File: src/rtl/fifo_v4.sv
// Circular-buffer FIFO with occupancy counter, run-time almost-full/empty thresholds,
// sticky overflow/underflow flags and an optional fall-through path for an empty FIFO.
module fifo_v4 #(
    parameter int FALL_THROUGH = 0,
    parameter int DATA_WIDTH   = 32,
    parameter int DEPTH        = 8,
    parameter int CNT_WIDTH    = $clog2(DEPTH + 1)
) (
    input  logic                  clk_i,
    input  logic                  rst_i,
    input  logic                  flush_i,
    input  logic                  clr_err_i,
    input  logic [CNT_WIDTH-1:0]  alm_full_th_i,
    input  logic [CNT_WIDTH-1:0]  alm_empty_th_i,
    input  logic [DATA_WIDTH-1:0] data_i,
    input  logic                  push_i,
    output logic [DATA_WIDTH-1:0] data_o,
    input  logic                  pop_i,
    output logic [CNT_WIDTH-1:0]  usage_o,
    output logic                  full_o,
    output logic                  empty_o,
    output logic                  alm_full_o,
    output logic                  alm_empty_o,
    output logic                  overflow_o,
    output logic                  underflow_o
);
    localparam int                   PTR_WIDTH = (DEPTH > 1) ? $clog2(DEPTH) : 1;
    localparam logic [CNT_WIDTH-1:0] DEPTH_C   = CNT_WIDTH'(DEPTH);
    localparam logic [PTR_WIDTH-1:0] LAST_C    = PTR_WIDTH'(DEPTH - 1);
    localparam bit                   FT        = (FALL_THROUGH != 0);

    logic [DATA_WIDTH-1:0] mem_q [DEPTH];
    logic [PTR_WIDTH-1:0]  rd_ptr_q, rd_ptr_d, wr_ptr_q, wr_ptr_d;
    logic [CNT_WIDTH-1:0]  usage_q, usage_d;
    logic                  ovf_q, ovf_d, unf_q, unf_d;
    logic                  is_empty, is_full, pass_thru;
    logic                  push_acc, pop_acc, ovf_evt, unf_evt, wr_en;
    logic [CNT_WIDTH-1:0]  af_th, ae_th;

    assign is_empty  = (usage_q == '0);
    assign is_full   = (usage_q == DEPTH_C);
    // Fall-through: a word pushed and popped into an empty FIFO bypasses storage entirely.
    assign pass_thru = FT && is_empty && push_i && pop_i;
    assign pop_acc   = pop_i && !is_empty;
    assign push_acc  = push_i && !pass_thru && (!is_full || (!FT && pop_i));
    assign ovf_evt   = push_i && !push_acc && !pass_thru;
    assign unf_evt   = pop_i && is_empty && !pass_thru;
    assign wr_en     = push_acc && !flush_i && !rst_i;

    always_comb begin
        rd_ptr_d = rd_ptr_q;
        wr_ptr_d = wr_ptr_q;
        usage_d  = usage_q;
        ovf_d    = ovf_q && !clr_err_i;
        unf_d    = unf_q && !clr_err_i;
        if (flush_i) begin
            rd_ptr_d = '0;
            wr_ptr_d = '0;
            usage_d  = '0;
        end else begin
            if (push_acc) wr_ptr_d = (wr_ptr_q == LAST_C) ? '0 : wr_ptr_q + 1'b1;
            if (pop_acc)  rd_ptr_d = (rd_ptr_q == LAST_C) ? '0 : rd_ptr_q + 1'b1;
            if (push_acc && !pop_acc)      usage_d = usage_q + 1'b1;
            else if (pop_acc && !push_acc) usage_d = usage_q - 1'b1;
            // A new error wins over a same-cycle clear.
            ovf_d = ovf_d || ovf_evt;
            unf_d = unf_d || unf_evt;
        end
    end

    always_ff @(posedge clk_i) begin
        if (rst_i) begin
            rd_ptr_q <= '0;
            wr_ptr_q <= '0;
            usage_q  <= '0;
            ovf_q    <= 1'b0;
            unf_q    <= 1'b0;
        end else begin
            rd_ptr_q <= rd_ptr_d;
            wr_ptr_q <= wr_ptr_d;
            usage_q  <= usage_d;
            ovf_q    <= ovf_d;
            unf_q    <= unf_d;
        end
    end

    always_ff @(posedge clk_i) begin
        if (wr_en) mem_q[wr_ptr_q] <= data_i;
    end

    assign af_th = (alm_full_th_i  > DEPTH_C) ? DEPTH_C : alm_full_th_i;
    assign ae_th = (alm_empty_th_i > DEPTH_C) ? DEPTH_C : alm_empty_th_i;

    assign data_o      = (FT && is_empty) ? data_i : mem_q[rd_ptr_q];
    assign usage_o     = usage_q;
    assign full_o      = is_full;
    assign empty_o     = is_empty && !(FT && push_i);
    assign alm_full_o  = (usage_q >= af_th);
    assign alm_empty_o = (usage_q <= ae_th);
    assign overflow_o  = ovf_q;
    assign underflow_o = unf_q;
endmodule

File: config.mk
export PLATFORM = sky130hd
export DESIGN_NAME = fifo_v4
export DESIGN_NICKNAME = d
export VERILOG_FILES = /design/src/rtl/fifo_v4.sv
export SDC_FILE = /design/constraint.sdc
export NUM_CORES = 1
export LEC_CHECK = 0
export ABC_AREA = 1
export CORE_MARGIN = 4
export CORE_UTILIZATION = 25
export DETAILED_ROUTE_END_ITERATION = 6
export GPL_TIMING_DRIVEN = 0
export SLEW_MARGIN = 30
export SYNTH_ARGS = -nofsm -noshare
export SYNTH_HDL_FRONTEND = slang
export SYNTH_SLANG_ARGS = --single-unit
File: constraint.sdc
create_clock -name clk_i -period 3.45 [get_ports clk_i]
set_clock_uncertainty 0.2 [all_clocks]
set_input_delay 0.5175 -clock clk_i [delete_from_list [all_inputs] [get_ports clk_i]]
set_output_delay 0.5175 -clock clk_i [all_outputs]
set_load 0.05 [all_outputs]
==> results of run 1 <==
[logic make-up after synthesis]
| family | after synthesis | share of synthesized area |
|---|---|---|
| simple gates | 488 | 0.166 |
| compound gates | 150 | 0.0670 |
| flops | 271 | 0.709 |
| fa+ha+maj | 16 | 0.0184 |
| buf+inv | 79 | 0.0385 |
| xor+xnor | 1 | 0.000777 |
[worst reg2reg max path: cells and delay by family, from the launching register on]
family / cells / cell delay [ns]
buffers and inverters: 1 / 0.25
DFF: 1 / 0.53
and+or+nand+nor: 4 / 1.40
[how the worst max path moves through the flow]
stage                                        from                     end  slack (ns)
final                                        flop              data_o[23]        0.30
after global routing                         flop               data_o[3]        0.12
after floorplan           usage_o[0]$_SDFFE_PP0P_   mem_q[1][0]$_DFFE_PP_        0.19
after detailed placement        alm_empty_th_i[3]             alm_empty_o        0.07
after CTS                                    flop               data_o[6]       0.001
after global placement                      pop_i  mem_q[1][20]$_DFFE_PP_       -1.51
[through the flow]
step | instances | setup TNS [ns] | setup WS, ns
after floorplan | 1005 | 0 | 0.185
after global placement | 1683 | -369.23 | -1.51
after detailed placement | 1692 | 0 | 0.0658
after CTS | 1739 | 0 | 0.00104
after global routing | 1739 | 0 | 0.116
final | 1740 | 0 | 0.302
[flip-flops by register name (all words and copies together) (netlist names), named ones only]
register / count
overflow_o: 1
wr_ptr_q: 3
underflow_o: 1
rd_ptr_q: 3
mem_q: 256
usage_o: 4
[layout make-up]
class	instances	area share
clock buffer	38	0.0541
antenna	1	0.000178
tap	592	0.0527
sequential	271	0.569
multi-input combinational	655	0.207
buffer	49	0.0237
inverter	30	0.00801
clock inverter	9	0.00258
timing repair buffer	95	0.0834
[power breakdown]
group          total [mW]  internal (mW)  switching (mW)
sequential           3.65           3.63          0.0227
combinational       0.760          0.253           0.507
clock                2.69           1.52            1.18
total                7.10           5.40            1.71
[layout by cell type, fill, tap and decap left out, types with 2 or more instances in the layout]
| cell type | count |
|---|---|
| sky130_fd_sc_hd__clkinv_2 | 2 |
| sky130_fd_sc_hd__nor3_1 | 2 |
| sky130_fd_sc_hd__buf_4 | 2 |
| sky130_fd_sc_hd__clkbuf_2 | 14 |
| sky130_fd_sc_hd__o21ai_0 | 120 |
| sky130_fd_sc_hd__o21ai_1 | 15 |
| sky130_fd_sc_hd__clkbuf_1 | 11 |
| sky130_fd_sc_hd__a21oi_1 | 13 |
| sky130_fd_sc_hd__nand2_1 | 190 |
| sky130_fd_sc_hd__clkbuf_16 | 29 |
| sky130_fd_sc_hd__dfxtp_1 | 15 |
| sky130_fd_sc_hd__nor2_4 | 8 |
| sky130_fd_sc_hd__dlymetal6s2s_1 | 28 |
| sky130_fd_sc_hd__dlygate4sd2_1 | 6 |
| sky130_fd_sc_hd__inv_2 | 2 |
| sky130_fd_sc_hd__buf_6 | 14 |
| sky130_fd_sc_hd__edfxtp_1 | 256 |
| sky130_fd_sc_hd__or2_2 | 2 |
| sky130_fd_sc_hd__buf_2 | 15 |
| sky130_fd_sc_hd__clkinv_1 | 7 |
| sky130_fd_sc_hd__ha_1 | 15 |
| sky130_fd_sc_hd__clkdlybuf4s50_1 | 52 |
| sky130_fd_sc_hd__nand3_1 | 14 |
| sky130_fd_sc_hd__inv_1 | 28 |
| sky130_fd_sc_hd__nor2_1 | 267 |
| sky130_fd_sc_hd__buf_16 | 9 |
| sky130_fd_sc_hd__buf_1 | 2 |
| sky130_fd_sc_hd__nand4_1 | 2 |
[timing repair]
action	4_1_cts	5_1_grt
endpoints found under the setup margin	32	28
gates resized for setup	14	29
hold buffers	0	0
buffers inserted	0	0
[routing by layer]
metal / wire length, um / vias up / track usage
li1: - / 3681 / -
met1: 12800 / 3597 / 0.160
met2: 13600 / 219 / 0.194
met3: 2110 / 46 / 0.0262
met4: 450 / 4 / 0.0249
met5: 15 / - / 0
==> qor.tcl, run 1 <==
set qor(cts_inserted_buffers) 28
set qor(sum_of_internal_switching_and_leakage_power_mw) 7.10
set qor(normalized_max_slew_margin) 0.555
set qor(postSynthRegisterBits) 271
set qor(min_to) {overflow_o$_SDFF_PP0_}
set qor(grt_overflow) 0
set qor(placed_cell_area_um2) 13200
set qor(fp.dieArea_um2) 48500
set qor(first_iter_violations) 483
set qor(final_layout_size_suffix_gt1_frac) 0.0863
set qor(per_cell_via_count_in_the_routed_design) 4.34
set qor(whs_path_depth) 3
set qor(max_stage_delay_ns) 0.54
set qor(worst-endpoint-arrival_ns) 2.43
set qor(max-vdd-ir-drop_v) 0.000258
set qor(worstPathRequired_ns) 2.73
set qor(multi_input_gate_area_um2) 2910
set qor(power.leakage_nw) 5.31
set qor(floorplan.initialDensity) 0.254
set qor(critPathSlowestCell) {sky130_fd_sc_hd__dlygate4sd2_1}
set qor(post-route-cell-area_um2) 14000
set qor(clockRootBuffer) {sky130_fd_sc_hd__clkbuf_16}
set qor(core_um2) 44400
set qor(outcome) {finished, final reports clean}
set qor(synth-async-reset-ratio) 0
set qor(rsz0062_at_grt) {false}
set qor(cts_max_path_buffers) 3
set qor(post_synthesis_cell_count) 1005
set qor(via_count) 7547
set qor(first_global_vias) 7455
set qor(clock_latency_of_the_later_clocked_register_in_the_worst_skew_pair_ns) 0.54
set qor(grt_antenna_before_repair) 3
set qor(critical_path_buf_inv_count) 3
set qor(finalSetupViolCount) 0
set qor(grt_use_total) 0.118
set qor(worst_setup_path_end_kind) {output pin}
set qor(routedWlPerCell_um) 16.6
set qor(fin_util) 0.316
set qor(cell_types_with_the_highest_counts_after_synthesis) {sky130_fd_sc_hd__nor2_1 (275), sky130_fd_sc_hd__edfxtp_1 (256), sky130_fd_sc_hd__nand2_1 (190)}
set qor(leading_post_synthesis_cells_by_cell_area) {sky130_fd_sc_hd__edfxtp_1 (68%), sky130_fd_sc_hd__nor2_1 (9.2%), sky130_fd_sc_hd__nand2_1 (6.3%)}
set qor(cts_tree) {done}
set qor(num_io_pins) 88
set qor(min_path_type) {input port to flop}
set qor(holdWs_ns) 0.194
set qor(max_freq_mhz) 318
set qor(filler_cell_count) 4426
set qor(sequence_of_cells_on_the_critical_path) {buf_6, buf_6, nor2_1, nor2_1, o21ai_0, nand2_1, nand2_1, nand2_1, dlygate4sd2_1}
set qor(postRouteAntennaNets) 0
set qor(port-buffer-count) 86
set qor(netlist.top_cell.by_area) {sky130_fd_sc_hd__edfxtp_1}
set qor(r2r.worst_path.cells) 5
set qor(syn_to_final_growth_pct) 24.7
set qor(timing.critical_path.depth) 9
set qor(finalWorstPathRequiredPeriod_ns) 3.15
set qor(synth.distinct_cells) 27
set qor(clkSlewWorstSetupHoldPaths_ns) 0.06
set qor(critical_path_s_top_delay_family) {buffers and inverters}
set qor(worst-r2r-setup-slack_ns) 0.74
set qor(maxSlewViolCount) 0
set qor(synth_nets) 1067
set qor(detail_route.wirelength_um) 28900
set qor(post-synth-top-area-fraction) 0.682
set qor(global_route_wire_length_before_repair_um) 44300
set qor(cp_common_cell) {sky130_fd_sc_hd__nand2_1}
set qor(fin_nets) 1192
set qor(timing_worst_setup_path_type) {flop to output pin}
set qor(floorplan.die.height_um) 220
set qor(rows) 77
set qor(r2r-start) {usage_o[1]$_SDFFE_PP0P_}
set qor(hold_path_startpoint) {push_i}
set qor(crit-reg2reg-capture) {mem_q[0][16]$_DFFE_PP_}
set qor(fin_crit_sh) 0.912
set qor(place_congestion) 0.741
set qor(yosysMostFrequentCell) {sky130_fd_sc_hd__nor2_1}
set qor(grt_start_max_net_pins) 20
set qor(detail_route.drc_violations) 0
set qor(die_w_um) 220
set qor(crit_path_max_fanout) 10
set qor(synth_top_flop_cell) {sky130_fd_sc_hd__edfxtp_1}
set qor(syn_avg_cell_area_um2) 11.2
set qor(cap_viol_max_count) 0
set qor(critPathLaunchType) {flop}
set qor(place_hpwl_um) 19200
set qor(portion_of_the_post_synthesis_area_used_by_sequential_elements) 0.709
set qor(cellPowerDensity_nw_per_um2) 506
set qor(cts_num_sinks) 271
set qor(netlist_area_pre_place_um2) 11300
set qor(timing_hold_violations_final) 0
set qor(yosys_warns) 0
set qor(ctsHtreeMaxLevel) 1
set qor(number_of_iterations_in_the_first_detailed_routing_pass) 5
set qor(number_of_enable_flip_flop_cells_after_synthesis) 256
set qor(final-seq-area_um2) 7990
set qor(worst_pin_slew_ns) 0.666
Power figures use the tool's default switching activity.
==> run 2: changes to the inputs <==
- clock period: 3.45 -> 2.7 ns (I/O delays scaled with it)
==> run 2 against run 1 <==
Sequential share of layout area fell by 0.48 points; sequential power rose by 28%; clock power rose by 30%; first-iteration DRC count rose by 34%; highest routed layer unchanged; global-route usage fell by 0.099 points; combinational power rose by 29%; cell area rose by 0.95%; critical path depth did not move; cell count rose by 0.69%; die area did not move; non-clock buffer count rose by 11; flip-flop and latch count did not move.
==> qor.tcl, run 2 (synthesized netlist as in run 1, its figures left out) <==
set qor(detail_route.drc_violations) 0
set qor(worstPathRequired_ns) 2.10
set qor(fp.dieArea_um2) 48500
set qor(cap_viol_max_count) 0
set qor(final-seq-area_um2) 8000
set qor(cellPowerDensity_nw_per_um2) 645
set qor(final_ws_setup_ns) 0.103
set qor(grt_overflow) 0
set qor(max-vdd-ir-drop_v) 0.000472
set qor(cts_max_path_buffers) 3
set qor(global_route_wire_length_before_repair_um) 43900
set qor(filler_cell_count) 4379
set qor(holdWs_ns) 0.0813
set qor(min_path_type) {input port to flop}
set qor(outcome) {finished, final reports clean}
set qor(rsz0062_at_grt) {true}
set qor(final_layout_size_suffix_gt1_frac) 0.141
set qor(worst_setup_path_end_kind) {output pin}
set qor(die_w_um) 220
set qor(number_of_iterations_in_the_first_detailed_routing_pass) 5
set qor(fin_nets) 1203
set qor(finalSetupViolCount) 0
set qor(clock_latency_of_the_later_clocked_register_in_the_worst_skew_pair_ns) 0.54
set qor(whs_path_depth) 3
set qor(max_freq_mhz) 385
set qor(grt_antenna_before_repair) 1
set qor(finalWorstPathRequiredPeriod_ns) 2.60
set qor(mostFrequentLayoutCells) {sky130_fd_sc_hd__nor2_1 (267), sky130_fd_sc_hd__edfxtp_1 (256), sky130_fd_sc_hd__nand2_1 (189)}
set qor(worst-endpoint-arrival_ns) 1.99
set qor(placement.setup.worst_slack_ns) -0.480
set qor(detail_route.wirelength_um) 28800
set qor(insertedDiodeCount) 0
set qor(layout_commonest_cell) {sky130_fd_sc_hd__nor2_1}
set qor(cts_num_sinks) 271
set qor(place_congestion) 0.742
set qor(multi_input_gate_area_um2) 2930
set qor(clkSlewWorstSetupHoldPaths_ns) 0.06
set qor(r2r-start) {usage_o[0]$_SDFFE_PP0P_}
set qor(port-buffer-count) 86
set qor(floorplan.die.height_um) 220
set qor(place_hpwl_um) 19100
set qor(cts.hold.buffers_added) 0
set qor(largest_register_ff_count) 256
set qor(syn_to_final_growth_pct) 25.9
set qor(via_count) 7554
set qor(postRouteAntennaNets) 0
set qor(crit_path_max_fanout) 10
set qor(power.leakage_nw) 5.20
set qor(routedWlPerCell_um) 16.4
set qor(rows) 77
set qor(timing_hold_violations_final) 0
set qor(normalized_max_slew_margin) 0.651
set qor(r2r.worst_path.cells) 11
set qor(cts_tree) {done}
set qor(clockRootBuffer) {sky130_fd_sc_hd__clkbuf_16}
set qor(core_um2) 44400
set qor(grt_use_total) 0.117
set qor(max_flop_register) {mem_q}
set qor(maxSlewViolCount) 0
set qor(hold_path_startpoint) {push_i}
set qor(fin_crit_sh) 0.962
set qor(timing_worst_setup_path_type) {flop to output pin}
set qor(grt_start_max_net_pins) 20
set qor(ctsHtreeMaxLevel) 1
set qor(worst_pin_slew_ns) 0.523
set qor(critPathLaunchType) {flop}
set qor(first_global_vias) 7460
set qor(floorplan.initialDensity) 0.254
set qor(per_cell_via_count_in_the_routed_design) 4.31
set qor(num_io_pins) 88
set qor(first_iter_violations) 645
set qor(cts_inserted_buffers) 28
run 2: where the power goes:
| part | switching (mW) | internal (mW) | total (mW) |
|---|---|---|---|
| clock | 1.55 | 1.95 | 3.50 |
| combinational | 0.654 | 0.325 | 0.980 |
| sequential | 0.0322 | 4.64 | 4.67 |
| total | 2.23 | 6.91 | 9.15 |
run 2: layout make-up:
| cell class | instances | share of cell area |
|---|---|---|
| clock inverters | 15 | 0.00547 |
| plain buffers | 48 | 0.0268 |
| multi-input cells | 655 | 0.206 |
| well taps | 592 | 0.0522 |
| flip-flops and latches | 271 | 0.564 |
| clock buffers | 34 | 0.0525 |
| repair buffers | 107 | 0.0851 |
| inverters | 30 | 0.00794 |
run 2: metal layers:
metal,up-vias,track usage,wire length (um)
met2,214,0.195,13600
li1,3702,-,-
met3,49,0.0264,1980
met4,2,0.0226,548
met5,-,0,13
met1,3587,0.158,12600
run 2: repair_timing:
action	4_1_cts	5_1_grt
endpoints found under the hold margin	0	0
setup buffers	6	7
pin swaps	3	5
resized for setup	205	72
endpoints found under the setup margin	94	118
run 2: worst paths after layout:
| check | end | slack (ns) |
|---|---|---|
| max | data_o[12] | 0.10 |
| max reg2reg | usage_o[3]$_SDFFE_PP0P_ | 0.25 |
| min | overflow_o$_SDFF_PP0_ | 0.08 |
| min reg2reg | underflow_o$_SDFF_PP0_ | 0.27 |
run 2: through the flow:
step | TNS [ns] | utilization | instance area [um^2] | std cells | power [mW]
final | 0 | 0.319 | 14200 | 1752 | 9.15
after CTS | 0 | 0.314 | 14000 | 1745 | 9.19
after global routing | -0.000935 | 0.319 | 14200 | 1752 | 9.50
after floorplan | -13.21 | - | 11300 | 1005 | 5.35
after global placement | -191.16 | 0.291 | 12900 | 1683 | 5.72
after detailed placement | -89.33 | 0.296 | 13200 | 1691 | 5.75
run 2: worst max-delay path: stages (launching register included):
cell,delay (ns)
sky130_fd_sc_hd__dfxtp_2,0.39
sky130_fd_sc_hd__buf_8,0.18
sky130_fd_sc_hd__buf_6,0.16
sky130_fd_sc_hd__nor2_1,0.05
sky130_fd_sc_hd__nor2_1,0.08
sky130_fd_sc_hd__o21ai_0,0.09
sky130_fd_sc_hd__nand2_1,0.08
sky130_fd_sc_hd__nand2_1,0.06
sky130_fd_sc_hd__nand2_1,0.10
sky130_fd_sc_hd__buf_2,0.27
==> run 3: changes to the inputs <==
- PLACE_DENSITY: default -> 0.4
==> run 3 against run 2 <==
Sequential power about the same; total power up 7.4%; register-to-register slack better by 0.03 ns; worst hold slack better by 0.044 ns; utilization up 0.59 points; cell count up 0.80%; first-iteration DRC count down 33%; clock power up 19%; wire length up 8.4%.
==> qor.tcl, run 3 (synthesized netlist as in run 1, its figures left out) <==
set qor(first_global_vias) 7588
set qor(syn_to_final_growth_pct) 28.2
set qor(max_stage_delay_ns) 0.38
set qor(max_flop_register) {mem_q}
set qor(rsz0062_at_grt) {true}
set qor(rows) 77
set qor(detail_route.wirelength_um) 31200
set qor(global_route_wire_length_before_repair_um) 47300
set qor(fin_nets) 1209
set qor(critPathLaunchType) {flop}
set qor(fp.dieArea_um2) 48500
set qor(power.leakage_nw) 5.33
set qor(outcome) {finished, final reports clean}
set qor(mostFrequentLayoutCells) {sky130_fd_sc_hd__nor2_1 (267), sky130_fd_sc_hd__edfxtp_1 (256), sky130_fd_sc_hd__nand2_1 (189)}
set qor(critPathSlowestCell) {sky130_fd_sc_hd__dfxtp_2}
set qor(fin_crit_sh) 0.954
set qor(cts_max_path_buffers) 3
set qor(timing_worst_setup_path_type) {flop to output pin}
set qor(routedWlPerCell_um) 17.7
set qor(worst-endpoint-arrival_ns) 1.97
set qor(normalized_max_slew_margin) 0.639
set qor(cap_viol_max_count) 0
set qor(final_layout_size_suffix_gt1_frac) 0.144
set qor(max-vdd-ir-drop_v) 0.000367
set qor(number_of_iterations_in_the_first_detailed_routing_pass) 4
set qor(min_path_type) {input port to flop}
set qor(place_hpwl_um) 20300
set qor(clkSlewWorstSetupHoldPaths_ns) 0.05
set qor(post-route-cell-area_um2) 14400
set qor(core_um2) 44400
set qor(sequence_of_cells_on_the_critical_path) {buf_6, buf_6, nor2_1, nor2_1, o21ai_0, nand2_1, nand2_1, nand2_1, clkbuf_4}
set qor(post-place-cells) 1698
set qor(per_cell_via_count_in_the_routed_design) 4.23
set qor(via_count) 7472
set qor(max_freq_mhz) 388
set qor(worst_setup_path_end_kind) {output pin}
set qor(grt_overflow) 0
set qor(die_w_um) 220
set qor(clockRootBuffer) {sky130_fd_sc_hd__clkbuf_16}
set qor(cts_inserted_buffers) 34
set qor(cts_num_sinks) 271
set qor(first_iter_violations) 434
set qor(finalWorstPathRequiredPeriod_ns) 2.57
set qor(port-buffer-count) 86
set qor(timing_hold_violations_final) 0
set qor(num_io_pins) 88
set qor(floorplan.die.height_um) 220
set qor(worstPathRequired_ns) 2.10
set qor(grt_start_max_net_pins) 17
set qor(detail_route.drc_violations) 0
set qor(place_congestion) 0.703
set qor(maxSlewViolCount) 0
set qor(grt_antenna_before_repair) 1
set qor(cts.hold.buffers_added) 0
set qor(cellPowerDensity_nw_per_um2) 680
set qor(layout_commonest_cell) {sky130_fd_sc_hd__nor2_1}
set qor(ctsHtreeMaxLevel) 2
set qor(largest_register_ff_count) 256
set qor(placed_cell_area_um2) 13300
set qor(clock_latency_of_the_later_clocked_register_in_the_worst_skew_pair_ns) 0.50
set qor(cp_common_cell) {sky130_fd_sc_hd__nand2_1}
set qor(floorplan.initialDensity) 0.254
set qor(finalSetupViolCount) 0
set qor(crit_path_max_fanout) 10
set qor(postRouteAntennaNets) 0
set qor(finish.cell_count_without_fillers) 1766
set qor(worst_pin_slew_ns) 0.540
set qor(cts_tree) {done}
set qor(grt_use_total) 0.130
[run 3: changes by cell type in the layout (fill, tap and decap cells not counted), moves of 2 or more]
cell,before,now
sky130_fd_sc_hd__o21ai_0,105,113
sky130_fd_sc_hd__o21ai_1,30,22
sky130_fd_sc_hd__buf_2,17,11
sky130_fd_sc_hd__clkbuf_16,29,37
sky130_fd_sc_hd__clkbuf_4,21,23
sky130_fd_sc_hd__clkbuf_2,3,5
sky130_fd_sc_hd__buf_16,8,14
sky130_fd_sc_hd__buf_6,22,19
sky130_fd_sc_hd__clkinv_1,6,11
sky130_fd_sc_hd__clkbuf_1,6,9
sky130_fd_sc_hd__buf_4,22,26
sky130_fd_sc_hd__buf_12,8,3
[run 3: per-layer routing]
metal / wire (um) / share of wire / GRT usage / vias up
li1: - / - / - / 3719
met1: 15100 / 0.48 / 0.184 / 3580
met2: 14400 / 0.46 / 0.208 / 132
met3: 1240 / 0.040 / 0.0232 / 41
met4: 468 / 0.015 / 0.0283 / 0
met5: 0 / 0 / 0 / -
[run 3: timing repair]
action | CTS | global route
endpoints found under the setup margin | 52 | 81
gates resized for setup | 215 | 44
pin swaps | 1 | 3
setup buffers | 2 | 4
[run 3: through the flow]
stage | total power [mW] | utilization | setup TNS (ns) | worst slack, ns | hold WS, ns
final | 9.82 | 0.325 | 0 | 0.125 | 0.125
after global routing | 10.2 | 0.325 | -0.0274 | -0.00855 | 0.155
after CTS | 9.94 | 0.322 | -0.0209 | -0.0209 | 0.0998
after detailed placement | 5.76 | 0.300 | -74.11 | -0.537 | 0.257
after global placement | 5.75 | 0.291 | -232.90 | -1.45 | 0.256
after floorplan | 5.35 | - | -13.21 | -0.206 | 0.259
[run 3: worst paths after layout]
check,start,end,slack (ns),cells past startpoint
worst min-delay path,push_i,overflow_o$_SDFF_PP0_,0.13,3
worst max-delay path,flop,data_o[31],0.13,9
worst min register to register,underflow_o$_SDFF_PP0_,underflow_o$_SDFF_PP0_,0.27,2
worst max register to register,usage_o[3]$_SDFFE_PP0P_,usage_o[3]$_SDFFE_PP0P_,0.28,11
[run 3: where the power goes]
group | switching, mW | internal, mW
clock | 1.69 | 2.48
sequential | 0.0297 | 4.64
combinational | 0.656 | 0.324
total | 2.37 | 7.44
[run 3: final cells by class]
type / instances / area [um^2]
inverter: 30 / 113
tap: 592 / 741
timing repair buffer: 107 / 1250
clock buffer: 45 / 956
multi-input combinational: 655 / 2920
fill: 4461 / 30000
antenna: 1 / 2.50
buffer: 48 / 392
clock inverter: 17 / 71.3
sequential: 271 / 8000
[run 3: critical path: cells and delay by family (launching register included)]
family          cells  cell delay, ns
compound gates      1            0.08
simple gates        5            0.37
flops               1            0.38
buf+inv             3            0.62
